==> src/rtl/mem_arbiter_pkg.sv <==
`default_nettype none
// ============================================================================
// Module  : mem_arb_pkg
// Brief   : Shared FSM encoding and requester indices for mem_arbiter.
// Revision: 1.0
// ============================================================================
package mem_arb_pkg;

  localparam logic [1:0] IDLE  = 2'd0;
  localparam logic [1:0] ISSUE = 2'd1;
  localparam logic [1:0] RESP  = 2'd2;

  localparam logic REQ_CPU = 1'b0;
  localparam logic REQ_LDR = 1'b1;

endpackage
`default_nettype wire

==> src/rtl/mem_arbiter_if.sv <==
`default_nettype none
// ============================================================================
// Module  : mem_arbiter_if
// Brief   : Requester and memory-side signals of the two-requester arbiter.
// Revision: 1.0
// ============================================================================
interface mem_arbiter_if #(
  parameter int n = 16
);

  logic         Req0, Req1;
  logic         W0, W1;
  logic [n-1:0] ADDR0, ADDR1;
  logic [n-1:0] DOUT0, DOUT1;
  logic         Lock0, Lock1;
  logic         Gnt0, Gnt1;
  logic         Ack0, Ack1;
  logic [n-1:0] RData;
  logic [n-1:0] MemADDR;
  logic [n-1:0] MemDOUT;
  logic         MemW;
  logic [n-1:0] MemDIN;

  // master: requesters plus the memory; slave: the arbiter
  modport master (
    output Req0, Req1, W0, W1, ADDR0, ADDR1, DOUT0, DOUT1, Lock0, Lock1, MemDIN,
    input  Gnt0, Gnt1, Ack0, Ack1, RData, MemADDR, MemDOUT, MemW
  );

  modport slave (
    input  Req0, Req1, W0, W1, ADDR0, ADDR1, DOUT0, DOUT1, Lock0, Lock1, MemDIN,
    output Gnt0, Gnt1, Ack0, Ack1, RData, MemADDR, MemDOUT, MemW
  );

endinterface
`default_nettype wire

==> src/rtl/mem_arbiter_rr_pick2.sv <==
`default_nettype none
// ============================================================================
// Module  : rr_pick2
// Brief   : Combinational two-way round-robin picker; ties go to !last.
// Revision: 1.0
// ============================================================================
module rr_pick2 (
  input  logic [1:0] req,
  input  logic       last,
  output logic       valid,
  output logic       winner
);

  always_comb begin
    valid  = |req;
    winner = req[1] & (~req[0] | ~last);
  end

endmodule
`default_nettype wire

==> src/rtl/mem_arbiter.sv <==
`default_nettype none
// ============================================================================
// Module  : mem_arbiter
// Brief   : Round-robin arbiter/sequencer for one single-port sync memory,
//           with a bounded grant lock for back-to-back sequences.
// Revision: 1.0
// ============================================================================
module mem_arbiter
  import mem_arb_pkg::*;
#(
  parameter int n        = 16,
  parameter int LOCK_MAX = 4
) (
  input  logic         Clock,
  input  logic         Resetn,
  mem_arbiter_if.slave bus
);

  localparam logic [3:0] LOCK_LIMIT = 4'(LOCK_MAX - 1);

  logic [1:0]   state;
  logic         owner;
  logic         last;
  logic [3:0]   lock_cnt;

  logic         req_own;
  logic         lock_own;
  logic         w_own;
  logic [n-1:0] addr_own;
  logic [n-1:0] dout_own;
  logic         lock_hit;
  logic [1:0]   cand;
  logic         pick_valid;
  logic         pick_winner;
  logic         arb_valid;
  logic         arb_winner;

  assign req_own  = (owner == REQ_LDR) ? bus.Req1  : bus.Req0;
  assign lock_own = (owner == REQ_LDR) ? bus.Lock1 : bus.Lock0;
  assign w_own    = (owner == REQ_LDR) ? bus.W1    : bus.W0;
  assign addr_own = (owner == REQ_LDR) ? bus.ADDR1 : bus.ADDR0;
  assign dout_own = (owner == REQ_LDR) ? bus.DOUT1 : bus.DOUT0;

  assign lock_hit = (state == RESP) && lock_own && req_own && (lock_cnt < LOCK_LIMIT);

  // The requester being acked still holds Req for the finishing transaction
  always_comb begin
    cand = {bus.Req1, bus.Req0};
    if (state == RESP) begin
      cand[owner] = 1'b0;
    end
  end

  rr_pick2 u_pick (
    .req    (cand),
    .last   (last),
    .valid  (pick_valid),
    .winner (pick_winner)
  );

  assign arb_valid  = lock_hit | pick_valid;
  assign arb_winner = lock_hit ? owner : pick_winner;

  always_ff @(posedge Clock) begin
    if (Resetn) begin
      state    <= IDLE;
      owner    <= REQ_CPU;
      last     <= REQ_LDR;
      lock_cnt <= 4'd0;
    end else begin
      case (state)
        IDLE: begin
          if (arb_valid) begin
            state <= ISSUE;
            owner <= arb_winner;
            last  <= arb_winner;
          end
        end
        ISSUE: begin
          state <= RESP;
        end
        RESP: begin
          lock_cnt <= lock_hit ? (lock_cnt + 4'd1) : 4'd0;
          if (arb_valid) begin
            state <= ISSUE;
            owner <= arb_winner;
            last  <= arb_winner;
          end else begin
            state <= IDLE;
          end
        end
        default: begin
          state <= IDLE;
        end
      endcase
    end
  end

  // Write enable is gated by reset so an aborted write never reaches memory
  assign bus.MemW    = w_own & (state == ISSUE) & ~Resetn;
  assign bus.MemADDR = (state != IDLE) ? addr_own : '0;
  assign bus.MemDOUT = (state != IDLE) ? dout_own : '0;
  assign bus.RData   = (state == RESP) ? bus.MemDIN : '0;

  assign bus.Gnt0 = (state != IDLE) && (owner == REQ_CPU);
  assign bus.Gnt1 = (state != IDLE) && (owner == REQ_LDR);
  assign bus.Ack0 = (state == RESP) && (owner == REQ_CPU);
  assign bus.Ack1 = (state == RESP) && (owner == REQ_LDR);

endmodule
`default_nettype wire

==> src/flat_wrapper.sv <==
// flat-port wrapper written by rule: the top's interface ports become plain ports
module mem_arbiter_flat import mem_arb_pkg::*;
#(
  parameter int n        = 16,
  parameter int LOCK_MAX = 4
)
  (Clock, Resetn, bus_Req0, bus_Req1, bus_W0, bus_W1, bus_ADDR0, bus_ADDR1, bus_DOUT0, bus_DOUT1, bus_Lock0, bus_Lock1, bus_MemDIN, bus_Gnt0, bus_Gnt1, bus_Ack0, bus_Ack1, bus_RData, bus_MemADDR, bus_MemDOUT, bus_MemW);
  mem_arbiter_if #(.n(n)) bus_i ();
  input  logic Clock;
  input  logic Resetn;
  input wire logic [$bits(bus_i.Req0)-1:0] bus_Req0;
  input wire logic [$bits(bus_i.Req1)-1:0] bus_Req1;
  input wire logic [$bits(bus_i.W0)-1:0] bus_W0;
  input wire logic [$bits(bus_i.W1)-1:0] bus_W1;
  input wire logic [$bits(bus_i.ADDR0)-1:0] bus_ADDR0;
  input wire logic [$bits(bus_i.ADDR1)-1:0] bus_ADDR1;
  input wire logic [$bits(bus_i.DOUT0)-1:0] bus_DOUT0;
  input wire logic [$bits(bus_i.DOUT1)-1:0] bus_DOUT1;
  input wire logic [$bits(bus_i.Lock0)-1:0] bus_Lock0;
  input wire logic [$bits(bus_i.Lock1)-1:0] bus_Lock1;
  input wire logic [$bits(bus_i.MemDIN)-1:0] bus_MemDIN;
  output wire logic [$bits(bus_i.Gnt0)-1:0] bus_Gnt0;
  output wire logic [$bits(bus_i.Gnt1)-1:0] bus_Gnt1;
  output wire logic [$bits(bus_i.Ack0)-1:0] bus_Ack0;
  output wire logic [$bits(bus_i.Ack1)-1:0] bus_Ack1;
  output wire logic [$bits(bus_i.RData)-1:0] bus_RData;
  output wire logic [$bits(bus_i.MemADDR)-1:0] bus_MemADDR;
  output wire logic [$bits(bus_i.MemDOUT)-1:0] bus_MemDOUT;
  output wire logic [$bits(bus_i.MemW)-1:0] bus_MemW;
  assign bus_i.Req0 = bus_Req0;
  assign bus_i.Req1 = bus_Req1;
  assign bus_i.W0 = bus_W0;
  assign bus_i.W1 = bus_W1;
  assign bus_i.ADDR0 = bus_ADDR0;
  assign bus_i.ADDR1 = bus_ADDR1;
  assign bus_i.DOUT0 = bus_DOUT0;
  assign bus_i.DOUT1 = bus_DOUT1;
  assign bus_i.Lock0 = bus_Lock0;
  assign bus_i.Lock1 = bus_Lock1;
  assign bus_i.MemDIN = bus_MemDIN;
  assign bus_Gnt0 = bus_i.Gnt0;
  assign bus_Gnt1 = bus_i.Gnt1;
  assign bus_Ack0 = bus_i.Ack0;
  assign bus_Ack1 = bus_i.Ack1;
  assign bus_RData = bus_i.RData;
  assign bus_MemADDR = bus_i.MemADDR;
  assign bus_MemDOUT = bus_i.MemDOUT;
  assign bus_MemW = bus_i.MemW;
  mem_arbiter #(.n(n), .LOCK_MAX(LOCK_MAX)) u_core (.Clock(Clock), .Resetn(Resetn), .bus(bus_i));
endmodule
==> config.mk <==
export PLATFORM = sky130hd
export DESIGN_NAME = mem_arbiter_flat
export DESIGN_NICKNAME = d
export VERILOG_FILES = /design/src/rtl/mem_arbiter_pkg.sv /design/src/rtl/mem_arbiter_if.sv /design/src/rtl/mem_arbiter_rr_pick2.sv /design/src/rtl/mem_arbiter.sv /design/src/flat_wrapper.sv
export SDC_FILE = /design/constraint.sdc
export NUM_CORES = 1
export LEC_CHECK = 0
export CAP_MARGIN = 10
export CORE_ASPECT_RATIO = 1.2
export CORE_UTILIZATION = 22
export CTS_CLUSTER_SIZE = 12
export DETAILED_ROUTE_END_ITERATION = 16
export PLACE_DENSITY = 0.82
export RECOVER_POWER = 50
export SLEW_MARGIN = 20
export SYNTH_ARGS = -nofsm -noshare
export SYNTH_HDL_FRONTEND = slang
export SYNTH_SLANG_ARGS = --single-unit
==> constraint.sdc <==
create_clock -name Clock -period 2.2 [get_ports Clock]
set_input_delay 0.44 -clock Clock [delete_from_list [all_inputs] [get_ports Clock]]
set_output_delay 0.44 -clock Clock [all_outputs]
set_load 0.1 [all_outputs]
; ---- Word-level counts from Yosys, hierarchy flattened
; Cells that the tools add are included.
[word_totals]
regBits = 8
latchBits = 0
ramBits = 0
rom_bits = 0
in_bits = 88
out_inout_bits = 53
elab_cells = 51
n_memories = 0
[classes]
add_sub_neg = 1
multipliers = 0
div_mod_pow = 0
n_lt_le_gt_ge = 3
n_eq_ne = 3
shifts = 0
muxes = 16
bitwise = 11
reduce_logical = 13
[ops]
columns = op, count
row1 = 16-bit 2-to-1 mux, 5
row2 = 1-bit logical AND, 8
row3 = 1-bit 2-to-1 mux, 6
row4 = 2-bit one-hot mux with 3 select lines, 1
row5 = "4-bit by 1-bit adder with 4-bit output, second input constant", 1
row6 = "4-bit by 2-bit less-than comparator with 1-bit output, second input constant", 1
row7 = 2-bit 2-to-1 mux, 2
row8 = 4-bit 2-to-1 mux, 1
row9 = 1-bit NOT, 4
row10 = 2-bit OR reduction, 2
row11 = 1-bit bitwise AND, 3
row12 = 2-bit bitwise AND, 1
row13 = "2-bit by 1-bit equality test with 1-bit output, second input constant", 1
row14 = "2-bit equality test, second input constant", 1
row15 = 2-bit zero test, 1
row16 = "1-bit by 2-bit less-than comparator with 1-bit output, second input constant", 1
row17 = "2-bit by 1-bit != test with 1-bit output, second input constant", 1
row18 = 2-bit NOT, 1
row19 = 1-bit OR, 2
row20 = 2-bit AND reduction, 1
row21 = 2-bit nonzero test, 1
row22 = 1-bit demux with 1-bit select, 1
row23 = "1-bit >= comparator, second input constant", 1

; ---- Depth between registers and ports, before layout
[depth]
ltp_word = 11
mapped_depth = 5
mapped_depth_nobuf = 5

; ---- Hierarchy
; A second synthesis with hierarchy kept.
[unflattened]
hier_cells = 107
area_unflattened_um2 = 950.9
[by_module_without_submodules]
columns = module, n_inst, cells_per_inst, area_per_inst_um2, seq_area_each_um2
row1 = mem_arbiter, 1, 105, 937.1, 160.2
row2 = rr_pick2, 1, 2, 13.8, 0.0

; ---- Least setup slack after synthesis
; Ideal clock, no wire load.
[synth_timing]
path_type = flip-flop to output port
start = reg u_core.owner
end = out bus_MemADDR[10]
t_arrival_ns = 2.115
required_time_ns = 1.760
slack_ns = -0.355
path_stages_with_launch = 6
path_buffers = 3
path_cell_list = dfxtp_1 -> buf_2 -> nor2b_1 -> clkbuf_1 -> buf_2 -> a22o_1
[synth_via]
elab_chain_cells = 2
[synth_rtl]
columns = element, line
row1 = "start, declared", mem_arbiter.sv:22  ; logic owner;
row2 = "start signal, assigned", mem_arbiter.sv:75  ; owner <= arb_winner;
row3 = "start signal, assigned", mem_arbiter.sv:86  ; owner <= arb_winner;
row4 = 16-bit 2-to-1 mux, mem_arbiter.sv:41  ; assign addr_own = (owner == REQ_LDR) ? bus.ADDR1 : bus.ADDR0;
row5 = 16-bit 2-to-1 mux, mem_arbiter.sv:101  ; assign bus.MemADDR = (state != IDLE) ? addr_own : '0;
row6 = "end, declared", flat_wrapper.sv:27  ; output wire logic [$bits(bus_i.MemADDR)-1:0] bus_MemADDR;
; Every way passes these cells.

; ---- Final worst setup path
[layout_timing]
start = reg u_core.owner
end = out bus_MemADDR[2]
; The elaborated chain is that of the path after synthesis.

==> results.cfg <==
[hold_path]
hold_class = flop to flop
hold_path_startpoint = u_core.lock_cnt[2]

[logic_synthesis]
synth_fp_nets = 194
yosysSeqAreaShare_pct = 18.8
postSynth.asyncResetShare_pct = 0
synth_edf_count = 0
yosysUniqueCellTypes = 28
syn_inst = 105
synth-seq-cells = 8
yosysWarnings = 0
syn_area_sq_um = 851
ys.flop_type = dfxtp_1
syn_avg_cell_area_sq_um = 8.10

[critical_path]
critPathRequiredTime_ns = 1.76
worst_path_max_delay_cell = dfxtp_1
startpoint = u_core.owner
crit_top_cell = buf_12
worstReg2RegStart = u_core.lock_cnt[0]
crit_fanout = 33
path_buf_inv = 2
arrival_ns = 1.67
crit_family = flip-flops
path_class = flop to output port
max_stage_delay_ns = 0.54
crit_chain = nor2b_2 > buf_12 > a22o_1 > buf_12
reg2reg_slack_ns = 0.36
cp-start-kind = flop
endpoint_kind = output port

[die]
rows = 24
fp.dieH_microns = 70.1
coreArea_sq_um = 3660
die_area_sq_um = 4120
initial_core_util_pct = 23.2
io_pins = 141
die_x_microns = 58.8

[detailed_routing]
postRouteAntennaNets = 0
wl_met3_microns = 608
dr.pass1.iters = 5
avgViaCountPerCell = 5.01
routedLengthMet1_mm = 1.85
highest-signal-layer = met4
post_drt_wl_per_cell_microns = 18.8
route.met2.wl_mm = 2.84
vias = 1472
wl_mm = 5.52
drt_iter0_drc = 87
drc = 0

[sta]
worst_pin_slew_ns = 0.671
finalHoldViolCount = 0
drv_slew = 0
fmax_ghz = 0.474
slew-limit-headroom_pct = 55.0
finalCritPeriodShare_pct = 95.8
finClkSkew_ns = 0.00311
timing.final.ws_setup_ns = 0.0914
rsz0062_at_grt = false
holdWs_ns = 0.484
fin_setup_tns_ns = 0
layout_min_cycle_time_ns = 2.11
setup_viol = 0

[job]
cap_violations = 0

[cts]
clock_latency_ns = 0.23
cts-root-buf = clkbuf_8
clock_path_buffers = 2
h-tree-depth = 1
postCtsSetupBuffers = 0
cts_hold_buf = 0
clkTransAtPathRegs_ns = 0.04
cts_resized = 0
clkSinkCount = 8
numCtsBuffers = 3
cts_tree = built

[layout]
drive_gt1_share_pct = 29.8
final_nets = 333
final_area_sq_um = 2890
fin_util_pct = 78.8
syn_to_final_growth_pct = 239
diodes = 0
fin_cells = 294

[pwr]
comb_power_share_pct = 78.5
power_mw = 1.59
power_density_nw_per_um2 = 552
switching_share_pct = 51.5
p_leak_nw = 1.15
netSwitchingPower_mw = 0.821
internal-power_mw = 0.774
seq_power_share_pct = 10.3
clock_power_share_pct = 11.2
ir_drop_mv = 0.351

[placed_design]
dpl_cell_area_sq_um = 2900
port_buffers = 140
dp_hpwl_mm = 4.54
dpl_worst_slack_ns = 0.193
dp_cells = 291
finalWeightedCongestion = 0.747

[global_routing]
grtUsageTotal_pct = 25.5
grt_start_max_net_pins = 34
grt_pass1_vias = 1483
grt_pass1_wl_mm = 7.76
gr-total-overflow = 0
antenna_found_initial = 0

[outcome]
status = complete, no violations
-- worst paths after layout --
path	cells after the start	to
hold reg to reg	1	u_core.lock_cnt[2]
setup / recovery	4	bus_MemADDR[2]
setup reg to reg	5	u_core.owner
hold / removal	1	u_core.lock_cnt[2]
-- area by class of cell --
cell class / count / area (sq um)
well taps: 52 / 65.1
flip-flops and latches: 8 / 160
repair buffers: 144 / 1940
inverters: 1 / 3.75
fillers: 227 / 776
multi-input cells: 86 / 676
clock buffers: 3 / 41.3
-- power by group through the flow --
| stage | Clock (mW) | Sequential, mW | Combinational (mW) |
|---|---|---|---|
| 6_report | 0.179 | 0.164 | 1.25 |
| 4_1_cts | 0.182 | 0.164 | 1.27 |
| 2_1_floorplan | 0 | 0.160 | 0.709 |
| 5_1_grt | 0.187 | 0.165 | 1.28 |
| 3_3_place_gp | 0 | 0.165 | 1.25 |
| 3_5_place_dp | 0 | 0.165 | 1.26 |
-- metal layers --
layer / global-route usage (%) / vias to the layer above
met5: 0 / -
met4: 11.4 / 0
met3: 9.44 / 23
met2: 47.2 / 86
met1: 24.0 / 683
li1: - / 680
-- cells in the final DEF, fill, tap and decap left out, types with 2 or more instances in the layout --
cell / instances
buf_12: 52
nand2b_1: 2
a21oi_1: 2
a22o_4: 3
and3_1: 2
nor2b_2: 2
dfxtp_1: 8
a31oi_1: 3
nor2_1: 5
a21o_1: 2
clkbuf_8: 3
a22o_1: 23
and3b_1: 2
and2_1: 2
clkdlybuf4s50_1: 86
clkbuf_2: 3
a22o_2: 6
and2_0: 15
mux2i_1: 2
-- registers in the layout (all words and copies together) (netlist names) --
name	cells
u_core.last	1
u_core.owner	1
u_core.state	2
u_core.lock_cnt	4
-- logic make-up (layout without fill, tap and decap cells) --
kind of cell,Yosys count,count (layout),synth area share [%]
adder cells (fa/ha/maj),1,1,1.47
buffers and inverters,11,148,6.03
AO/OA/AOI/OAI,43,43,42.5
flip-flops,8,8,18.8
AND/OR/NAND/NOR,40,40,28.8
multiplexers,2,2,2.35
-- synth_stat cells (2+ instances only) --
library cell / n / area, sq um
dfxtp_1: 8 / 160
and3_1: 2 / 12.5
clkbuf_1: 2 / 7.51
nor2b_1: 3 / 18.8
nor2_1: 6 / 22.5
and3b_1: 2 / 17.5
buf_2: 8 / 40.0
and2_1: 17 / 106
mux2i_1: 2 / 20.0
nand2b_1: 2 / 12.5
a21oi_1: 2 / 10.0
a31oi_1: 3 / 18.8
a21o_1: 2 / 15.0
a22o_1: 32 / 280
Note: power is estimated with default switching activity, not from simulation.
